===== src/rtl/mem_ctrl_pkg.sv =====
// Shared definitions for the SRAM data-memory controller: FSM encoding,
// default address map base and half-word select constants.
package mem_ctrl_pkg;

  typedef logic [1:0] state_t;

  localparam state_t ST_IDLE = 2'd0;
  localparam state_t ST_LO   = 2'd1;
  localparam state_t ST_HI   = 2'd2;
  localparam state_t ST_DONE = 2'd3;

  localparam int ADDR_BASE_DEF = 1024;

  localparam logic LO_HALF = 1'b0;
  localparam logic HI_HALF = 1'b1;

endpackage


===== src/rtl/sram_wait_counter.sv =====
// Phase timer: reloads to ACCESS_CYCLES-1 on phase entry and counts down,
// flagging the final cycle of the phase with o_last.
module sram_wait_counter #(
  parameter int ACCESS_CYCLES = 2
) (
  input  logic clk,
  input  logic rst,
  input  logic i_load,
  output logic o_last
);

  localparam int CW = (ACCESS_CYCLES > 1) ? $clog2(ACCESS_CYCLES) : 1;

  logic [CW-1:0] r_count;

  always_ff @(posedge clk or posedge rst) begin
    if (rst) begin
      r_count <= '0;
    end else if (i_load) begin
      r_count <= CW'(ACCESS_CYCLES - 1);
    end else if (r_count != '0) begin
      r_count <= r_count - CW'(1);
    end
  end

  assign o_last = (r_count == '0);

endmodule


===== src/rtl/sram_mem_controller.sv =====
// MEM-stage data memory controller: performs each 32-bit load/store as two
// timed half-word accesses (low half first) on an external 16-bit async SRAM.
module sram_mem_controller
  import mem_ctrl_pkg::*;
#(
  parameter int ADDR_BASE     = ADDR_BASE_DEF,
  parameter int SRAM_ADDR_W   = 18,
  parameter int ACCESS_CYCLES = 2
) (
  input  logic                   clk,
  input  logic                   rst,
  input  logic                   wr_en,
  input  logic                   rd_en,
  input  logic [31:0]            address,
  input  logic [31:0]            write_data,
  output logic [31:0]            read_data,
  output logic                   ready,
  output logic [SRAM_ADDR_W-1:0] sram_addr,
  output logic [15:0]            sram_dq_out,
  output logic                   sram_dq_oe,
  input  logic [15:0]            sram_dq_in,
  output logic                   sram_we_n
);

  localparam int WW = SRAM_ADDR_W - 1;

  state_t                 r_state;
  logic                   r_is_write;
  logic [WW-1:0]          r_widx;
  logic [15:0]            r_wdata_hi;
  logic [31:0]            r_read_data;
  logic [SRAM_ADDR_W-1:0] r_sram_addr;
  logic [15:0]            r_dq_out;

  logic [31:0]   w_offset;
  logic [WW-1:0] w_widx;
  logic          w_req;
  logic          w_last;
  logic          w_load;
  logic          w_in_phase;

  // Word index wraps modulo the SRAM size by truncation.
  assign w_offset = address - 32'(ADDR_BASE);
  assign w_widx   = WW'(w_offset >> 2);
  assign w_req    = rd_en | wr_en;
  assign w_load   = ((r_state == ST_IDLE) && w_req) || ((r_state == ST_LO) && w_last);

  sram_wait_counter #(
    .ACCESS_CYCLES(ACCESS_CYCLES)
  ) u_wait (
    .clk   (clk),
    .rst   (rst),
    .i_load(w_load),
    .o_last(w_last)
  );

  always_ff @(posedge clk or posedge rst) begin
    if (rst) begin
      r_state     <= ST_IDLE;
      r_is_write  <= 1'b0;
      r_widx      <= '0;
      r_wdata_hi  <= '0;
      r_read_data <= '0;
      r_sram_addr <= '0;
      r_dq_out    <= '0;
    end else begin
      case (r_state)
        ST_IDLE: begin
          if (w_req) begin
            r_state     <= ST_LO;
            r_is_write  <= wr_en;
            r_widx      <= w_widx;
            r_wdata_hi  <= write_data[31:16];
            r_sram_addr <= {w_widx, LO_HALF};
            if (wr_en) r_dq_out <= write_data[15:0];
          end
        end
        ST_LO: begin
          if (w_last) begin
            if (!r_is_write) r_read_data[15:0] <= sram_dq_in;
            r_state     <= ST_HI;
            r_sram_addr <= {r_widx, HI_HALF};
            if (r_is_write) r_dq_out <= r_wdata_hi;
          end
        end
        ST_HI: begin
          if (w_last) begin
            if (!r_is_write) r_read_data[31:16] <= sram_dq_in;
            r_state <= ST_DONE;
          end
        end
        ST_DONE: r_state <= ST_IDLE;
        default: r_state <= ST_IDLE;
      endcase
    end
  end

  // Strobe is released on the last cycle of each phase so data/address hold past the write edge.
  assign w_in_phase  = (r_state == ST_LO) || (r_state == ST_HI);
  assign sram_dq_oe  = r_is_write & w_in_phase;
  assign sram_we_n   = ~(sram_dq_oe & ~w_last);
  assign sram_addr   = r_sram_addr;
  assign sram_dq_out = r_dq_out;
  assign read_data   = r_read_data;
  assign ready       = ((r_state == ST_IDLE) && !w_req) || (r_state == ST_DONE);

endmodule


===== config.mk =====
export PLATFORM = sky130hd
export DESIGN_NAME = sram_mem_controller
export DESIGN_NICKNAME = d
export VERILOG_FILES = /design/src/rtl/mem_ctrl_pkg.sv /design/src/rtl/sram_wait_counter.sv /design/src/rtl/sram_mem_controller.sv
export SDC_FILE = /design/constraint.sdc
export NUM_CORES = 1
export LEC_CHECK = 0
export BUFFER_PORTS_ARGS = -buffer_cell sky130_fd_sc_hd__buf_2
export CORE_ASPECT_RATIO = 1.25
export CORE_UTILIZATION = 25
export DETAILED_ROUTE_END_ITERATION = 10
export GPL_TIMING_DRIVEN = 0
export PLACE_DENSITY = 0.52
export RECOVER_POWER = 50
export SETUP_SLACK_MARGIN = 0.5
export SLEW_MARGIN = 10
export SYNTH_ARGS = -nofsm -noshare
export SYNTH_HDL_FRONTEND = slang
export SYNTH_SLANG_ARGS = --single-unit

===== constraint.sdc =====
create_clock -name clk -period 3.65 [get_ports clk]
set_input_delay 0.73 -clock clk [delete_from_list [all_inputs] [get_ports clk]]
set_output_delay 0.73 -clock clk [all_outputs]
set_load 0.03 [all_outputs]

==> metrics.yaml <==
cells_and_area:
  final_common_cell: "buf_2"
  instances_no_fill: 723
  antenna_cells: 0
  drive_gt1_share_pct: 39.0
  nets: 588
  fin_util_pct: 33.3
  multi_input_area_um2: 1690
  final_cell_mix: "110 x buf_2, 103 x dfrtp_1, 55 x mux2_2, 39 x clkbuf_1, 32 x nand2_1"
  ff_latch_area_um2: 2580
  fillers: 1739
  syn_to_final_growth_pct: 28.9
timing:
  maxSlewViolCount: 32
  finalHoldViolations: 0
  rsz0062_at_grt: "false"
  skew_ps: 3.46
  fin_crit_sh_pct: 73.2
  maxSlewHeadroom_pct: -3.55
  finalSetupTns_ps: 0
  setup-violations-final: 0
  worst_pin_slew_ps: 1540
  fmax_mhz: 374
  fin_crit_ps: 2670
global_route:
  grt_pass1_vias: 3225
  gr-total-overflow: 0
  grtUsageTotal_pct: 12.0
  antenna_found_initial: 0
  grt_pass1_wl_mm: 16.6
  grt_max_degree: 37
worst_hold_path:
  hp-class: "reg2reg"
  min_to: "sram_addr[4]$_DFFE_PP0P_"
  hp-start: "sram_addr[4]$_DFFE_PP0P_"
  min_path_cells: 2
critical_path:
  rr_endpoint: "read_data[19]$_DFFE_PP0P_"
  cp_max_fo: 9
  cpPeakStageDelay_ps: 420
  crit_path_cell_trace: "inv_1 -> ha_1 -> buf_6 -> or3b_1 -> buf_6 -> nand2b_1 -> buf_2"
  rr_worst_depth: 5
  cp-start-kind: "register"
  crit_family: "buffers and inverters"
  worstPathRequired_ps: 2920
  endpoint_kind: "output port"
  cp_num_buf_inv: 4
  ff2ff_setup_slack_ps: 1430
  critPathArrivalTime_ps: 1940
  cpMostUsedCell: "buf_6"
  cpMaxStageDelayCell: "dfrtp_1"
  worstSetupPathType: "reg2out"
  rr_startpoint: "r_state[0]$_DFFE_PP0P_"
floorplanning:
  fp.coreArea_um2: 17000
  rows: 53
  die_x_um: 121
  top_level_ports: 153
  fp.dieArea_um2: 18200
  die_y_um: 150
  start_util_pct: 25.8
yosys:
  syn_inst: 349
  syn_area_um2: 4400
  ys_seq_elements: 103
  ys_types: 36
  synth_flop_cell: "dfrtp_1"
  syn_nets: 438
  synthArstFlopShare_pct: 100
  yosysSeqAreaShare_pct: 58.5
  yosys_warnings: 0
  synth_edf_count: 0
  avgSynthCellArea_um2: 12.6
clock_network:
  cts_tree: "yes"
  cts_root_buf: "clkbuf_16"
  cts_made_buffers: 9
  cts_buffer_depth: 2
  post_cts_buffers: 0
  cts_sinks: 103
  htreeDepth: 3
  hold_buffers: 0
  cts.repair.resized: 0
  clk_latency_ps: 340
  cts.clk_slew.worst_paths_ps: 60
run:
  maxCapViolCount: 1
route:
  wl_per_cell_um: 14.5
  drt_iter0_drc: 81
  routed_wl_mm: 10.5
  vias_per_cell: 4.38
  drtAntennaViolNets: 0
  num_vias: 3164
  drcViolationCount: 0
  dr.pass1.iters: 4
power:
  power_density_nw_per_um2: 1050
  p_leak_nw: 2.54
  peakVddDrop_v: 0.000404
outcome:
  outcome: "finished, violations left"
  violations: "max-capacitance violations, max-slew violations"
placement:
  place_inst: 708
  globalplace.congestion: 0.708
  io_buffers: 137
  dpl.hpwl_mm: 7.98
==> cells in the mapped netlist, drive strengths merged, types with 3 or more instances <==
library cell / count / area (um^2)
a21oi: 25 / 125
buf: 14 / 103
clkbuf: 3 / 11.3
dfrtp: 103 / 2580
ha: 5 / 62.6
inv: 6 / 22.5
mux2: 57 / 646
mux2i: 25 / 250
nand2: 32 / 120
nand2b: 3 / 18.8
nor2: 25 / 96.4
o211ai: 3 / 36.3
o21ai: 25 / 125
xnor2: 5 / 43.8
==> worst reg2reg max path, cell delays in order, from the launching register on <==
cell	delay, ps
dfrtp_1	420
inv_1	100
ha_1	190
nor3b_2	630
buf_2	400
mux2_2	370
==> report_power, final <==
part / total (mW) / switching, mW / internal, mW
Clock: 1.01 / 0.397 / 0.616
Combinational: 2.88 / 1.82 / 1.06
Sequential: 2.05 / 0.313 / 1.74
==> cell type report <==
class / instances / share of cell area, %
clock buffer: 12 / 4.34
tap: 220 / 4.85
timing repair buffer: 139 / 12.0
clock inverter: 3 / 1.19
buffer: 17 / 2.01
inverter: 6 / 0.419
multi-input combinational: 223 / 29.8
sequential: 103 / 45.4
==> sequential cells by signal, summed over array words and instances (netlist names) <==
register and count:
sram_addr 18, r_wdata_hi 16, r_state 2, sram_dq_out 16, u_wait.r_count 1, r_widx 17, read_data 32, r_is_write 1
==> metal layers <==
metal  share of wire (%)  wire length (um)  GRT usage, %
met3                 5.3               555          3.60
met5                   0                 0             0
met2                  48              5090          19.7
met1                  45              4730          15.0
met4                 1.3               137          4.20
==> worst max path at each step <==
stage                           start                          to  cells after the start
2_1_floorplan                   rd_en                       ready                      3
3_3_place_gp                      rst  sram_dq_out[8]$_DFFE_PP0P_                      2
3_5_place_dp                    wr_en   r_wdata_hi[5]$_DFFE_PP0P_                      4
4_1_cts        r_state[0]$_DFFE_PP0P_                       ready                      7
5_1_grt        r_state[0]$_DFFE_PP0P_                       ready                      7
6_report       r_state[0]$_DFFE_PP0P_                       ready                      7
==> per-stage QoR <==
step | setup WS [ps] | power [mW] | instance area (um^2) | hold slack (ps)
detailed placement | 1140 | 5.06 | 5410 | 472
global route | 857 | 6.39 | 5680 | 518
floorplan | 1430 | 4.17 | 4410 | 449
CTS | 954 | 6.11 | 5720 | 487
finish | 977 | 5.95 | 5680 | 477
global placement | 996 | 4.99 | 5370 | 461
==> kinds of logic (layout without fill, tap and decap cells) <==
kind of cell	count (synthesis)	in the layout	share of synthesized area, %
adder cells (fa/ha/maj)	5	5	1.42
flip-flops	103	103	58.5
buffers and inverters	23	177	3.10
AND/OR/NAND/NOR	70	70	7.36
AO/OA/AOI/OAI	59	59	7.84
XOR/XNOR	7	7	1.39
multiplexers	82	82	20.3
Power figures use the tool's default switching activity.
